<file path="src/rtl/lsu_mem_seq.sv">
// Load/store sequencer between the CPU memory stage and a single-ported synchronous
// data memory; boundary-crossing accesses are split into two word accesses.
module lsu_mem_seq #(
    parameter int ADDR_W           = 32,
    parameter bit ALLOW_MISALIGNED = 1'b1
) (
    input  logic              clk,
    input  logic              rst,
    input  logic              req_valid,
    output logic              req_ready,
    input  logic              req_we,
    input  logic [2:0]        req_funct3,
    input  logic [ADDR_W-1:0] req_addr,
    input  logic [31:0]       req_wdata,
    input  logic [4:0]        req_rd,
    output logic              rsp_valid,
    output logic [31:0]       rsp_rdata,
    output logic [4:0]        rsp_rd,
    output logic              rsp_err,
    output logic              mem_en,
    output logic [3:0]        mem_we,
    output logic [ADDR_W-1:0] mem_addr,
    output logic [31:0]       mem_wdata,
    input  logic [31:0]       mem_rdata
);

    typedef enum logic [2:0] {
        S_IDLE = 3'd0,
        S_A0   = 3'd1,
        S_A1   = 3'd2,
        S_W0   = 3'd3,
        S_W1   = 3'd4,
        S_RSP  = 3'd5
    } state_t;

    function automatic logic [2:0] size_bytes(input logic [1:0] sz);
        case (sz)
            2'b00:   size_bytes = 3'd1;
            2'b01:   size_bytes = 3'd2;
            default: size_bytes = 3'd4;
        endcase
    endfunction

    function automatic logic [31:0] size_mask(input logic [1:0] sz);
        case (sz)
            2'b00:   size_mask = 32'h0000_00FF;
            2'b01:   size_mask = 32'h0000_FFFF;
            default: size_mask = 32'hFFFF_FFFF;
        endcase
    endfunction

    function automatic logic [3:0] strb_base(input logic [1:0] sz);
        case (sz)
            2'b00:   strb_base = 4'b0001;
            2'b01:   strb_base = 4'b0011;
            default: strb_base = 4'b1111;
        endcase
    endfunction

    function automatic logic crosses(input logic [1:0] off, input logic [1:0] sz);
        crosses = ({1'b0, off} + size_bytes(sz)) > 3'd4;
    endfunction

    function automatic logic legal_op(input logic we, input logic [2:0] f3);
        if (we) begin
            legal_op = (f3[2] == 1'b0) && (f3[1:0] != 2'b11);
        end else begin
            case (f3)
                3'b000, 3'b001, 3'b010, 3'b100, 3'b101: legal_op = 1'b1;
                default:                                legal_op = 1'b0;
            endcase
        end
    endfunction

    // Store bytes placed over a two-word window: low word is access 0, high word access 1.
    function automatic logic [63:0] place_data(input logic [31:0] wdata, input logic [1:0] sz,
                                               input logic [1:0] off);
        place_data = {32'h0000_0000, wdata & size_mask(sz)} << {off, 3'b000};
    endfunction

    function automatic logic [7:0] place_strb(input logic [1:0] sz, input logic [1:0] off);
        place_strb = {4'h0, strb_base(sz)} << off;
    endfunction

    function automatic logic [31:0] extend(input logic [31:0] raw, input logic [2:0] f3);
        case (f3)
            3'b000:  extend = {{24{raw[7]}}, raw[7:0]};
            3'b001:  extend = {{16{raw[15]}}, raw[15:0]};
            3'b100:  extend = {24'h00_0000, raw[7:0]};
            3'b101:  extend = {16'h0000, raw[15:0]};
            default: extend = raw;
        endcase
    endfunction

    state_t            state_r;
    state_t            nxt_state_s;
    logic              we_r;
    logic [2:0]        funct3_r;
    logic [ADDR_W-1:0] addr_r;
    logic [31:0]       wdata_r;
    logic [4:0]        rd_r;
    logic [31:0]       w0_r;

    logic              nxt_req_ready_s;
    logic              nxt_rsp_valid_s;
    logic [31:0]       nxt_rsp_rdata_s;
    logic [4:0]        nxt_rsp_rd_s;
    logic              nxt_rsp_err_s;
    logic              nxt_mem_en_s;
    logic [3:0]        nxt_mem_we_s;
    logic [ADDR_W-1:0] nxt_mem_addr_s;
    logic [31:0]       nxt_mem_wdata_s;

    logic              req_bad_s;
    logic [ADDR_W-1:0] req_word_s;
    logic [31:0]       req_lanes_s;
    logic [3:0]        req_strb_s;
    logic              lat_split_s;
    logic [ADDR_W-1:0] lat_word1_s;
    logic [31:0]       lat_lanes_s;
    logic [3:0]        lat_strb_s;
    logic [31:0]       load_win_s;

    assign req_bad_s   = !legal_op(req_we, req_funct3) ||
                         (!ALLOW_MISALIGNED && crosses(req_addr[1:0], req_funct3[1:0]));
    assign req_word_s  = {req_addr[ADDR_W-1:2], 2'b00};
    assign req_lanes_s = 32'(place_data(req_wdata, req_funct3[1:0], req_addr[1:0]));
    assign req_strb_s  = 4'(place_strb(req_funct3[1:0], req_addr[1:0]));

    assign lat_split_s = crosses(addr_r[1:0], funct3_r[1:0]);
    assign lat_word1_s = {addr_r[ADDR_W-1:2], 2'b00} + ADDR_W'(3'd4);
    assign lat_lanes_s = 32'(place_data(wdata_r, funct3_r[1:0], addr_r[1:0]) >> 32);
    assign lat_strb_s  = 4'(place_strb(funct3_r[1:0], addr_r[1:0]) >> 4);

    // In W1 the word on mem_rdata is the upper half of the {w1,w0} window.
    assign load_win_s  = 32'(((state_r == S_W1) ? {mem_rdata, w0_r} : {32'h0000_0000, mem_rdata})
                             >> {addr_r[1:0], 3'b000});

    // Next state and next value of every registered output.
    always_comb begin
        nxt_state_s     = state_r;
        nxt_rsp_valid_s = 1'b0;
        nxt_rsp_rdata_s = 32'h0000_0000;
        nxt_rsp_rd_s    = 5'd0;
        nxt_rsp_err_s   = 1'b0;
        nxt_mem_en_s    = 1'b0;
        nxt_mem_we_s    = 4'h0;
        nxt_mem_addr_s  = {ADDR_W{1'b0}};
        nxt_mem_wdata_s = 32'h0000_0000;
        case (state_r)
            S_IDLE: begin
                if (req_valid && req_bad_s) begin
                    nxt_state_s     = S_RSP;
                    nxt_rsp_valid_s = 1'b1;
                    nxt_rsp_err_s   = 1'b1;
                end else if (req_valid) begin
                    nxt_state_s    = S_A0;
                    nxt_mem_en_s   = 1'b1;
                    nxt_mem_addr_s = req_word_s;
                    if (req_we) begin
                        nxt_mem_we_s    = req_strb_s;
                        nxt_mem_wdata_s = req_lanes_s;
                    end else begin
                        nxt_mem_we_s    = 4'h0;
                        nxt_mem_wdata_s = 32'h0000_0000;
                    end
                end else begin
                    nxt_state_s = S_IDLE;
                end
            end
            S_A0: begin
                if (lat_split_s) begin
                    nxt_state_s    = S_A1;
                    nxt_mem_en_s   = 1'b1;
                    nxt_mem_addr_s = lat_word1_s;
                    if (we_r) begin
                        nxt_mem_we_s    = lat_strb_s;
                        nxt_mem_wdata_s = lat_lanes_s;
                    end else begin
                        nxt_mem_we_s    = 4'h0;
                        nxt_mem_wdata_s = 32'h0000_0000;
                    end
                end else if (we_r) begin
                    nxt_state_s     = S_RSP;
                    nxt_rsp_valid_s = 1'b1;
                end else begin
                    nxt_state_s = S_W0;
                end
            end
            S_A1: begin
                if (we_r) begin
                    nxt_state_s     = S_RSP;
                    nxt_rsp_valid_s = 1'b1;
                end else begin
                    nxt_state_s = S_W1;
                end
            end
            S_W0, S_W1: begin
                nxt_state_s     = S_RSP;
                nxt_rsp_valid_s = 1'b1;
                nxt_rsp_rdata_s = extend(load_win_s, funct3_r);
                nxt_rsp_rd_s    = rd_r;
            end
            S_RSP: begin
                nxt_state_s = S_IDLE;
            end
            default: begin
                nxt_state_s = S_IDLE;
            end
        endcase
        nxt_req_ready_s = (nxt_state_s == S_IDLE);
    end

    // State and output registers; reset abandons any operation in flight.
    always_ff @(posedge clk or negedge rst) begin
        if (!rst) begin
            state_r   <= S_IDLE;
            req_ready <= 1'b1;
            rsp_valid <= 1'b0;
            rsp_rdata <= 32'h0000_0000;
            rsp_rd    <= 5'd0;
            rsp_err   <= 1'b0;
            mem_en    <= 1'b0;
            mem_we    <= 4'h0;
            mem_addr  <= {ADDR_W{1'b0}};
            mem_wdata <= 32'h0000_0000;
        end else begin
            state_r   <= nxt_state_s;
            req_ready <= nxt_req_ready_s;
            rsp_valid <= nxt_rsp_valid_s;
            rsp_rdata <= nxt_rsp_rdata_s;
            rsp_rd    <= nxt_rsp_rd_s;
            rsp_err   <= nxt_rsp_err_s;
            mem_en    <= nxt_mem_en_s;
            mem_we    <= nxt_mem_we_s;
            mem_addr  <= nxt_mem_addr_s;
            mem_wdata <= nxt_mem_wdata_s;
        end
    end

    // Request fields latched on accept; word 0 captured in A1 of a split load.
    always_ff @(posedge clk or negedge rst) begin
        if (!rst) begin
            we_r     <= 1'b0;
            funct3_r <= 3'b000;
            addr_r   <= {ADDR_W{1'b0}};
            wdata_r  <= 32'h0000_0000;
            rd_r     <= 5'd0;
            w0_r     <= 32'h0000_0000;
        end else begin
            if (state_r == S_IDLE && req_valid) begin
                we_r     <= req_we;
                funct3_r <= req_funct3;
                addr_r   <= req_addr;
                wdata_r  <= req_wdata;
                rd_r     <= req_rd;
            end
            if (state_r == S_A1 && !we_r) begin
                w0_r <= mem_rdata;
            end
        end
    end

endmodule

</file>
<file path="config.mk">
export PLATFORM = sky130hd
export DESIGN_NAME = lsu_mem_seq
export DESIGN_NICKNAME = d
export VERILOG_FILES = /design/src/rtl/lsu_mem_seq.sv
export SDC_FILE = /design/constraint.sdc
export NUM_CORES = 1
export LEC_CHECK = 0
export CAP_MARGIN = 20
export CORE_MARGIN = 3
export CORE_UTILIZATION = 55
export DETAILED_ROUTE_END_ITERATION = 12
export GPL_TIMING_DRIVEN = 1
export MAX_ROUTING_LAYER = met4
export PLACE_DENSITY = 0.85
export REMOVE_ABC_BUFFERS = 1
export SETUP_SLACK_MARGIN = 0.05
export SLEW_MARGIN = 25
export SYNTH_ARGS = -nofsm -noshare
export SYNTH_HDL_FRONTEND = slang
export SYNTH_SLANG_ARGS = --single-unit
</file>
<file path="constraint.sdc">
create_clock -name clk -period 8.8 [get_ports clk]
set_input_delay 2.64 -clock clk [delete_from_list [all_inputs] [get_ports clk]]
set_output_delay 2.64 -clock clk [all_outputs]
set_load 0.02 [all_outputs]
</file>
* After elaboration in Yosys (flattened, before gate mapping)
Cells that the tools add are included.
** Storage, ports and cells
- Register bits :: 217
- Bits of input ports :: 108
- Output and inout bits :: 109
- Word-level logic and storage cells :: 97
** Operators by class
- Add/subtract/negate cells :: 2
- $lt $le $gt $ge :: 1
- Equal/unequal tests :: 14
- Shifts and indexed selects :: 5
- Mux-type cells :: 42
- Bitwise logic cells :: 3
- Reductions and logical operators :: 14
** Operators with widths (count)
- 32-bit 2-to-1 mux :: 9
- 32-bit case mux with 2 select lines :: 4
- 32-bit case mux with 4 select lines :: 1
- 32-bit bitwise AND :: 2
- 64-bit 2-to-1 mux :: 1
- 32-bit by 5-bit left shift with 64-bit output :: 1
- 64-bit by 5-bit right shift with 32-bit output :: 1
- 32-bit by 3-bit adder with 32-bit output, second input constant :: 1
- 32-bit by 5-bit left shift with 32-bit output :: 1
- 4-bit case mux with 2 select lines :: 3
- 4-bit 2-to-1 mux :: 5
- 3-bit == test, second input constant :: 5
- 3-bit logical NOT :: 4
- 3-bit case mux with 4 select lines :: 1
- 1-bit 2-to-1 mux :: 11
- 3-bit by 1-bit == test with 1-bit output, second input constant :: 3
- 3-bit by 2-bit == test with 1-bit output, second input constant :: 3
- 3-bit 2-to-1 mux :: 3
- 4-bit by 2-bit left shift with 8-bit output :: 1
- 3-bit case mux with 2 select lines :: 1
- 5-bit 2-to-1 mux :: 1
- 5-bit OR reduction :: 1
- 2-bit by 1-bit == test with 1-bit output, second input constant :: 2
- 1-bit logical AND :: 4
- other kinds (10) :: 12

* Depth between registers and ports, before layout
Gate-level depths: netlist of the first run.
- Word-level depth :: 9
- Depth in mapped cells :: 11
- Depth with buffers taken out :: 9

* Worst setup path after synthesis of the first run
OpenSTA, ideal clock, no wires.
- Path type :: in2reg
- From :: input req_funct3[1]
- To :: register mem_wdata[20]
- Setup time :: 121 ps
- Arrival :: 3753 ps
- Required time :: 8679 ps
- Path slack :: 4926 ps
- Cell stages on the path :: 6
- Path buffers :: 2
- Cell sequence :: or2_2 > clkbuf_1 > clkbuf_1 > a32oi_1 > o21ai_0 > a22o_1
** On the way
- Longest elaborated chain between the ends :: 8
- Elaborated cells on any way between the ends :: 21
** Ends and longest elaborated chain
- start: declaration :: line 12 : input logic [2:0] req_funct3,
- 2-bit by 1-bit == test with 1-bit output, or another cell as far along :: line 45 : case (sz)
- 32-bit case mux with 2 select lines / 5-bit OR reduction (equally long branches) :: line 45, 68
- 32-bit bitwise AND / 1-bit 2-to-1 mux (equally long branches) :: line 78, 68
- 32-bit by 5-bit left shift with 32-bit output / 1-bit 2-to-1 mux (equally long branches) :: line 78, 65
- 32-bit 2-to-1 mux / 1-bit logical NOT (equally long branches) :: line 160, 124
- 32-bit 2-to-1 mux / 1-bit logical AND (equally long branches) :: line 156, 152
- 32-bit 2-to-1 mux (*) :: line 152 : if (req_valid && req_bad_s) begin
- 32-bit case mux with 2 select lines (*) :: line 150 : case (state_r)
- net nxt_mem_wdata_s[20] :: line 112 : logic [31:0] nxt_mem_wdata_s;
- end signal: assignment :: line 237 : mem_wdata <= nxt_mem_wdata_s;
- end: declaration :: line 23 : output logic [31:0] mem_wdata,
Mark *: on every way through the listed nets, which the timed path passes. The rest lies on a longest branch.
A chain may end at the register's enable or synchronous reset.

* Final worst setup path of the first run
- From :: input req_addr[1]
- To :: register mem_wdata[0]
** On the way
- Longest elaborated chain between the ends :: 5
** Ends and longest elaborated chain
- start: declaration :: line 13 : input logic [ADDR_W-1:0] req_addr,
- 32-bit by 5-bit left shift with 32-bit output :: line 78 : place_data = {32'h0000_0000, wdata & size_mask(sz)} << {off, 3'b000};
- 32-bit 2-to-1 mux :: line 160 : if (req_we) begin
- 32-bit 2-to-1 mux :: line 156 : end else if (req_valid) begin
- 32-bit 2-to-1 mux :: line 152
- 32-bit case mux with 2 select lines :: line 150
- net nxt_mem_wdata_s[0] :: line 112
The timed path passes the listed nets, and every way through them passes these cells.

==> results of run 1 <==
metrics by stage:
step                 util  setup WS (ns)  instances  cell area (µm²)
floorplan               -           3.21        980             9900
detailed placement  0.687           3.40       1434            12400
global route        0.725           3.62       1472            13100
finish              0.725           3.73       1472            13100
global placement    0.687           3.51       1434            12400
CTS                 0.724           3.88       1471            13100
cells by family after synthesis:
logic type / Yosys count
flops: 207
buf+inv: 79
compound gates: 192
fa+ha+maj: 3
mux: 111
xor+xnor: 30
simple gates: 424
other cells: 1
worst register-to-register path: cells and delay by family (launching register included):
family / cells / cell delay, ns
AOI/OAI and AO/OA: 2 / 0.46
xor gates and xnor gates: 1 / 0.17
adders and majority gates: 1 / 0.62
buffers and inverters: 1 / 0.67
DFF: 1 / 0.85
and+or+nand+nor: 2 / 1.13
how the worst max path moves through the flow:
stage / start / endpoint / slack, ns / cells after the start
after CTS: req_addr[1] / mem_wdata[0] / 3.88 / 6
after detailed placement: req_addr[1] / mem_wdata[1] / 3.40 / 6
after global routing: req_addr[1] / mem_wdata[0] / 3.62 / 6
after global placement: req_addr[1] / mem_wdata[3] / 3.51 / 6
final: req_addr[1] / mem_wdata[0] / 3.73 / 6
after floorplan: req_valid / mem_wdata[5] / 3.21 / 5
routing by layer:
metal  GRT usage  share of wire
met1       0.399           0.40
met3      0.0474          0.092
met4       0.101          0.031
met2       0.456           0.48
met5           -              0
sequential cells by signal, indices dropped and copies added, names as in the netlist, 3 cells and up:
signal	flops
rd_r	5
addr_r	32
wdata_r	24
mem_wdata	32
funct3_r	3
mem_we	4
state_r	3
w0_r	32
mem_addr	30
rsp_rdata	32
rsp_rd	5
area by class of cell:
| cell class | instances | area share |
|---|---|---|
| diodes | 1 | 0.000191 |
| clock buffers | 35 | 0.0512 |
| clock inverters | 2 | 0.000764 |
| inverters | 11 | 0.00315 |
| multi-input cells | 762 | 0.357 |
| flip-flops and latches | 207 | 0.396 |
| well taps | 229 | 0.0219 |
| repair buffers | 225 | 0.170 |
Yosys cell counts (all sizes together) (3+ instances only):
cell / number
a32oi: 14
o221ai: 7
a22o: 8
inv: 11
buf: 27
mux4: 9
nand2b: 10
nand2: 272
o211ai: 8
nand3b: 3
o22ai: 16
o21ai: 63
clkbuf: 41
nor2: 60
nor4: 5
a22oi: 3
mux2i: 54
and3: 4
a221oi: 7
mux2: 48
a21o: 3
dfrtp: 206
and2: 10
nor3: 12
o21a: 3
a21oi: 41
nand4: 10
xor2: 12
nand3: 25
and4: 4
o31ai: 8
xnor2: 18
report_power, final:
group	total, mW	internal (mW)	switching [mW]
logic	1.68	0.760	0.921
clock network	0.884	0.518	0.365
registers	1.63	1.29	0.340
total	4.20	2.57	1.63
==> flow_metrics.py, run 1 <==
metrics = {
    "critical_path": {
        "path_delay_family": "buffers and inverters",
        "worst_path_class_setup": "in2reg",
        "reg2reg_depth": 7,
        "endpoint_kind": "register",
        "worst-path-max-fanout": 26,
        "worstPathRequired_ns": 9.20,
        "worst_ep_arrival_time_ns": 5.47,
        "worstReg2RegStart": "addr_r[1]",
        "slowest_library_cell_on_the_worst_path": "sky130_fd_sc_hd__clkdlybuf4s50_1",
        "critical_path.max_stage_delay_ns": 0.90,
        "critical_path.reg2reg.endpoint": "mem_wdata[16]",
        "worstSetupStartpointType": "primary input",
        "regToRegSetupSlack_ns": 4.83,
        "sum_of_buffers_and_inverters_on_the_critical_path": 2,
        "worstPathCellList": "clkdlybuf4s50_1 > inv_1 > o2111ai_1 > nor2_1 > nand2_1 > o31ai_1",
    },
    "clocking": {
        "insertion_delay_ns": 0.51,
        "ctsLongestPathBuffers": 3,
        "cts_hold_buffers": 0,
        "worst_setup_hold_path_clk_slew_ns": 0.06,
        "tritoncts": "done",
        "clock-sinks": 207,
        "cts_setup_buffers": 0,
        "cts_htree_levels": 1,
        "post_cts_resize_count": 0,
        "clock_tree.root_cell": "sky130_fd_sc_hd__clkbuf_16",
        "cts_inserted_buffers": 22,
    },
    "sta": {
        "finalSetupViolCount": 0,
        "maxClockFrequency_mhz": 197,
        "final_hold_viol_count": 0,
        "grt_setup_unrepaired": "false",
        "fin_skew_ns": 0.0147,
        "final_max_slew_viol_count": 0,
        "final.min_clock_period_ns": 5.07,
        "hold_ws_ns": 0.466,
        "post-route-period-util": 0.577,
        "max_slew.worst_pin.slew_ns": 0.982,
        "final.setup.tns_ns": 0,
        "timing.max_slew.rel_slack": 0.344,
    },
    "routing": {
        "wire_per_inst_um": 19.9,
        "wl_um": 29300,
        "ant_nets": 0,
        "drt_pass_1_iters": 5,
        "drt-vias-per-instance": 6.06,
        "drt_drc_violations_left": 0,
        "via_count": 8926,
        "iteration_0_drc_markers": 856,
    },
    "power_and_ir_drop": {
        "fin_total_pwr_mw": 4.20,
        "power.ir.vdd_worst_v": 0.000184,
        "cellPowerDensity_nw_per_um2": 320,
        "static-leakage-power_nw": 5.76,
    },
    "logic_synthesis": {
        "synth.yosys.seq_area_share": 0.508,
        "post_synth_edffs": 0,
        "ys_types": 64,
        "fraction_of_synthesized_area_in_multiplexers": 0.126,
        "yosys.area_share.simple": 0.180,
        "synthesis.yosys.warnings": 0,
        "netlist.top_cell.by_area": "sky130_fd_sc_hd__dfrtp_1",
        "synth_seq_cells": 207,
        "synth_xor_xnor_area_share": 0.0258,
        "synth.top_cells.by_area": "sky130_fd_sc_hd__dfrtp_1, sky130_fd_sc_hd__nand2_1, sky130_fd_sc_hd__mux2i_1",
        "synth-main-ff-cell": "sky130_fd_sc_hd__dfrtp_1",
        "synth-async-reset-ratio": 1.00,
        "synth_area_in_compound_gates": 0.122,
        "synth_top_family_by_area": "simple AND/OR/NAND/NOR gates",
        "mappedNetlistArea_um2": 10200,
        "postSynthAreaPerCell_um2": 9.74,
        "synth-adder-area-share": 0.00442,
        "netlist_instances": 1047,
        "post-synth-top-area-fraction": 0.505,
    },
    "cells_and_area": {
        "regArea_um2": 5180,
        "fin_nets": 1340,
        "final_common_cell": "sky130_fd_sc_hd__nand2_1",
        "layout.filler_cells": 1300,
        "final_cell_mix": "sky130_fd_sc_hd__nand2_1, sky130_fd_sc_hd__clkdlybuf4s50_1, sky130_fd_sc_hd__dfrtp_1, sky130_fd_sc_hd__o21ai_0, sky130_fd_sc_hd__nor2_1",
        "final_layout_size_suffix_gt1_frac": 0.0894,
        "multi_input_comb_area_um2": 4680,
        "area_growth_syn_to_layout_pct": 28.5,
    },
    "global_route": {
        "maximum_number_of_pins_on_one_net_before_global_route_repair": 80,
        "groute.usage.overall": 0.294,
        "grt_antenna_before_repair": 1,
        "grt_pass1_vias": 8877,
        "grt_overflow_total": 0,
        "grt_first_pass_wirelength_um": 46500,
    },
    "floorplanning": {
        "boundaryPins": 217,
        "floorplan.core_area_um2": 18100,
        "fp-row-count": 49,
        "floorplan.initialDensity": 0.564,
        "floorplan.die_area_um2": 20200,
        "die_height_um": 142,
        "die_x_um": 142,
    },
    "hold_path": {
        "hold_path_depth": 2,
        "hold_start": "rd_r[2]",
        "min_path_type": "reg2reg",
        "worstHoldEndpoint": "rd_r[2]",
    },
    "flow_run": {
        "maxCapViolCount": 0,
    },
    "placed_design": {
        "gp_congestion": 0.893,
        "portBuffers": 214,
        "dp_hpwl_um": 19100,
    },
    "run_status": {
        "status": "complete, no violations",
    },
}
(Power assumes the default switching activity.)
==> run 2, diff against run 1 <==
Settings changed: CORE_UTILIZATION 55 to 52, PLACE_DENSITY 0.85 to 0.81.
Clock period 8.8 ns to 5 ns, I/O delays scaled along.
==> flow_metrics.py, run 2 (synthesized netlist as in run 1, its figures left out) <==
metrics = {
    "floorplanning": {
        "floorplan.die_area_um2": 21300,
        "floorplan.initialDensity": 0.538,
        "boundaryPins": 217,
        "fp-row-count": 50,
        "die_x_um": 146,
        "floorplan.core_area_um2": 19000,
        "die_height_um": 146,
    },
    "sta": {
        "final.setup.tns_ns": 0,
        "hold_ws_ns": 0.464,
        "final.min_clock_period_ns": 3.96,
        "max_slew.worst_pin.slew_ns": 1.06,
        "finalSetupViolCount": 0,
        "grt_setup_unrepaired": "false",
        "maxClockFrequency_mhz": 253,
        "post-route-period-util": 0.791,
        "final_hold_viol_count": 0,
        "final_max_slew_viol_count": 0,
        "final.setup.worst_slack_ns": 1.04,
        "timing.max_slew.rel_slack": 0.290,
        "fin_skew_ns": 0.0147,
    },
    "critical_path": {
        "reg2reg_depth": 7,
        "regToRegSetupSlack_ns": 1.63,
        "worst_ep_arrival_time_ns": 4.35,
        "worst_path_class_setup": "in2reg",
        "endpoint_kind": "register",
        "crit_path_to": "mem_wdata[6]",
        "worstPathRequired_ns": 5.40,
        "crit_path_launch": "req_valid",
        "worstSetupStartpointType": "primary input",
        "critical_path.reg2reg.endpoint": "mem_wdata[19]",
        "worst-path-max-fanout": 12,
        "worstReg2RegStart": "addr_r[1]",
    },
    "routing": {
        "drt-vias-per-instance": 5.85,
        "wl_um": 29600,
        "drt_drc_violations_left": 0,
        "iteration_0_drc_markers": 616,
        "wire_per_inst_um": 19.5,
        "drt_pass_1_iters": 5,
        "via_count": 8844,
        "ant_nets": 0,
    },
    "cells_and_area": {
        "layout.filler_cells": 1411,
        "final_common_cell": "sky130_fd_sc_hd__nand2_1",
        "non_filler_cells_in_the_finished_layout": 1513,
        "multi_input_comb_area_um2": 4680,
        "fin_nets": 1347,
        "regArea_um2": 5180,
        "area_growth_syn_to_layout_pct": 31.6,
        "final_cell_mix": "sky130_fd_sc_hd__nand2_1, sky130_fd_sc_hd__clkdlybuf4s50_1, sky130_fd_sc_hd__dfrtp_1, sky130_fd_sc_hd__o21ai_0, sky130_fd_sc_hd__nor2_1",
        "final_layout_size_suffix_gt1_frac": 0.102,
    },
    "clocking": {
        "worst_setup_hold_path_clk_slew_ns": 0.06,
        "insertion_delay_ns": 0.51,
        "cts_hold_buffers": 0,
        "cts_inserted_buffers": 23,
        "tritoncts": "done",
        "clock_tree.root_cell": "sky130_fd_sc_hd__clkbuf_16",
        "clock-sinks": 207,
        "cts_htree_levels": 1,
        "ctsLongestPathBuffers": 3,
        "cts_setup_buffers": 0,
        "post_cts_resize_count": 0,
    },
    "hold_path": {
        "min_path_type": "reg2reg",
        "hold_start": "rd_r[4]",
    },
    "placed_design": {
        "dp_hpwl_um": 19300,
        "place_ws_ns": 0.646,
        "total_placed_cells_including_tap_cells": 1469,
        "gp_congestion": 0.869,
        "portBuffers": 214,
    },
    "power_and_ir_drop": {
        "power.ir.vdd_worst_v": 0.000326,
        "cellPowerDensity_nw_per_um2": 578,
        "fin_total_pwr_mw": 7.76,
        "static-leakage-power_nw": 5.90,
    },
    "global_route": {
        "maximum_number_of_pins_on_one_net_before_global_route_repair": 118,
        "grt_antenna_before_repair": 1,
        "groute.usage.overall": 0.278,
        "grt_pass1_vias": 8864,
        "grt_first_pass_wirelength_um": 47300,
        "grt_overflow_total": 0,
    },
    "run_status": {
        "status": "complete, no violations",
    },
    "flow_run": {
        "maxCapViolCount": 0,
    },
}
-- run 2: cell count changes in the layout (fill, tap and decap cells not counted) --
cell,previous run,this run
sky130_fd_sc_hd__clkbuf_1,7,0
sky130_fd_sc_hd__bufinv_16,0,5
sky130_fd_sc_hd__buf_4,10,13
sky130_fd_sc_hd__clkbuf_8,6,9
sky130_fd_sc_hd__buf_12,0,2
sky130_fd_sc_hd__clkinv_2,2,4
sky130_fd_sc_hd__buf_16,0,1
sky130_fd_sc_hd__buf_6,1,0
sky130_fd_sc_hd__buf_8,0,1
sky130_fd_sc_hd__clkinvlp_4,0,1
-- run 2: final cells by class --
class                           instances  share of cell area
Antenna cell                            1            0.000186
Clock buffer                           31              0.0511
Clock inverter                         10              0.0132
Inverter                               11             0.00308
Multi-Input combinational cell        762               0.349
Sequential cell                       207               0.386
Tap cell                              260              0.0242
Timing Repair Buffer                  231               0.173
-- run 2: power breakdown --
part	switching [mW]	internal (mW)	leakage [nW]
clock	0.680	1.21	0.427
sequential	0.511	2.28	2.70
combinational	1.71	1.37	2.77
total	2.90	4.86	5.90
-- run 2: worst max-delay path, stage by stage --
cell                              delay, ns
sky130_fd_sc_hd__clkdlybuf4s50_1       0.54
sky130_fd_sc_hd__nor4b_4               0.62
sky130_fd_sc_hd__o2111ai_1             0.68
sky130_fd_sc_hd__nor2_1                0.79
sky130_fd_sc_hd__nand2_1               0.11
sky130_fd_sc_hd__o31ai_1               0.10
-- run 2: per-layer routing --
metal | track usage | routed length (µm)
met5 | - | 0
met2 | 0.435 | 14100
met3 | 0.0711 | 2680
met4 | 0.0974 | 1040
met1 | 0.356 | 11800
-- run 2: through the flow --
stage / util / instance area, µm²
2_1_floorplan: - / 9900
3_3_place_gp: 0.660 / 12500
3_5_place_dp: 0.660 / 12500
4_1_cts: 0.706 / 13400
5_1_grt: 0.708 / 13400
6_report: 0.708 / 13400
-- run 2: worst min-delay path by stage --
stage / slack [ns] / end / cells past startpoint
detailed placement: 0.45 / rd_r[4] / 2
global placement: 0.45 / rd_r[4] / 2
global route: 0.50 / rd_r[3] / 2
CTS: 0.47 / rd_r[3] / 2
floorplan: 0.44 / rd_r[0] / 2
finish: 0.46 / rd_r[4] / 2
==> run 3, diff against run 2 <==
Settings changed: CORE_UTILIZATION 52 to 47, PLACE_DENSITY 0.81 to 0.78.
Clock period 5 ns to 3.5 ns, I/O delays scaled along.
==> flow_metrics.py, run 3 (synthesized netlist as in run 1, its figures left out) <==
metrics = {
    "floorplanning": {
        "fp-row-count": 53,
        "floorplan.initialDensity": 0.482,
        "floorplan.die_area_um2": 23500,
        "boundaryPins": 217,
        "floorplan.core_area_um2": 21200,
        "die_height_um": 153,
        "die_x_um": 153,
    },
    "global_route": {
        "grt_antenna_before_repair": 2,
        "grt_first_pass_wirelength_um": 47500,
        "groute.usage.overall": 0.255,
        "maximum_number_of_pins_on_one_net_before_global_route_repair": 91,
        "grt_overflow_total": 0,
        "grt_pass1_vias": 8924,
    },
    "sta": {
        "post-route-period-util": 0.877,
        "final_max_slew_viol_count": 0,
        "finalSetupViolCount": 0,
        "hold_ws_ns": 0.465,
        "fin_skew_ns": 0.0144,
        "grt_setup_unrepaired": "false",
        "maxClockFrequency_mhz": 326,
        "max_slew.worst_pin.slew_ns": 0.766,
        "timing.max_slew.rel_slack": 0.487,
        "final.min_clock_period_ns": 3.07,
        "final_hold_viol_count": 0,
    },
    "cells_and_area": {
        "final_common_cell": "sky130_fd_sc_hd__nand2_1",
        "non_filler_cells_in_the_finished_layout": 1537,
        "area_growth_syn_to_layout_pct": 30.9,
        "fin_nets": 1357,
        "final_util": 0.631,
        "final_layout_size_suffix_gt1_frac": 0.104,
        "layout.filler_cells": 1680,
        "final_cell_mix": "sky130_fd_sc_hd__nand2_1, sky130_fd_sc_hd__clkdlybuf4s50_1, sky130_fd_sc_hd__dfrtp_1, sky130_fd_sc_hd__o21ai_0, sky130_fd_sc_hd__nor2_1",
    },
    "critical_path": {
        "worst-path-max-fanout": 10,
        "reg2reg_depth": 9,
        "worst_path_class_setup": "reg2reg",
        "slowest_library_cell_on_the_worst_path": "sky130_fd_sc_hd__or4b_1",
        "critical_path.max_stage_delay_ns": 0.80,
        "endpoint_kind": "register",
        "worstPathCellList": "nor2_1 > ha_1 > inv_1 > fa_1 > xor2_1 > a21o_1 > or4b_1 > nor2_4 > a22o_1",
        "worstPathRequired_ns": 3.94,
        "worstSetupStartpointType": "register",
        "worst_ep_arrival_time_ns": 3.51,
    },
    "routing": {
        "via_count": 8728,
        "drt-vias-per-instance": 5.68,
        "wl_um": 29700,
        "wire_per_inst_um": 19.3,
        "drt_pass_1_iters": 6,
        "iteration_0_drc_markers": 530,
        "ant_nets": 0,
        "drt_drc_violations_left": 0,
    },
    "clocking": {
        "ctsLongestPathBuffers": 3,
        "tritoncts": "done",
        "clock_tree.root_cell": "sky130_fd_sc_hd__clkbuf_16",
        "cts_htree_levels": 1,
        "post_cts_resize_count": 0,
        "cts_inserted_buffers": 23,
        "clock-sinks": 207,
        "cts_hold_buffers": 0,
        "worst_setup_hold_path_clk_slew_ns": 0.06,
        "insertion_delay_ns": 0.51,
        "cts_setup_buffers": 0,
    },
    "hold_path": {
        "hold_path_depth": 2,
        "min_path_type": "reg2reg",
    },
    "power_and_ir_drop": {
        "cellPowerDensity_nw_per_um2": 797,
        "static-leakage-power_nw": 5.87,
        "power.ir.vdd_worst_v": 0.000409,
    },
    "placed_design": {
        "total_placed_cells_including_tap_cells": 1496,
        "dp_hpwl_um": 20000,
        "portBuffers": 214,
        "gp_congestion": 0.886,
    },
    "flow_run": {
        "maxCapViolCount": 0,
    },
    "run_status": {
        "status": "complete, no violations",
    },
}
## run 3: per-layer routing
metal,up-vias,GRT usage,part of all wire
li1,4030,-,-
met1,4237,0.340,0.41
met5,-,-,0
met2,393,0.397,0.47
met4,0,0.0836,0.029
met3,68,0.0493,0.085
## run 3: final timing paths
path	from	end	slack [ns]
worst max-delay path	funct3_r[0]	mem_wdata[16]	0.43
worst min-delay path	rd_r[4]	rd_r[4]	0.47
worst max register to register	funct3_r[0]	mem_wdata[16]	0.43
worst min register to register	rd_r[4]	rd_r[4]	0.47
max in group asynchronous	rst	mem_addr[14]	2.13
min in group asynchronous	rst	rsp_rdata[21]	0.59
## run 3: area by class of cell
| type | instances | area, µm² | area share |
|---|---|---|---|
| Antenna cell | 2 | 5.00 | 0.000375 |
| Clock buffer | 33 | 663 | 0.0497 |
| Clock inverter | 6 | 37.5 | 0.00281 |
| Inverter | 11 | 41.3 | 0.00309 |
| Multi-Input combinational cell | 762 | 4680 | 0.350 |
| Sequential cell | 207 | 5180 | 0.388 |
| Tap cell | 275 | 344 | 0.0258 |
| Timing Repair Buffer | 241 | 2400 | 0.180 |
## run 3: critical path: cells and delay by family, from the launching register on
family | cells | cell delay, ns
XOR/XNOR | 1 | 0.16
flip-flops | 1 | 0.43
AND/OR/NAND/NOR | 3 | 1.39
AO/OA/AOI/OAI | 2 | 0.41
buffers and inverters | 1 | 0.04
adder cells (fa/ha/maj) | 2 | 0.57
## run 3: per-stage QoR
step	worst slack [ns]	power [mW]	cell area, µm²	setup TNS [ns]
after floorplan	-1.42	6.65	9900	-67.38
after global placement	0.537	8.27	12600	0
after detailed placement	0.476	8.37	12600	0
after CTS	0.457	10.7	13300	0
after global routing	0.287	11.3	13400	0
final	0.431	10.6	13400	0
## run 3: power breakdown
| group | internal [mW] | switching, mW | leakage [nW] |
|---|---|---|---|
| clock network | 1.31 | 0.952 | 0.350 |
| logic | 1.98 | 2.48 | 2.81 |
| registers | 3.26 | 0.673 | 2.70 |
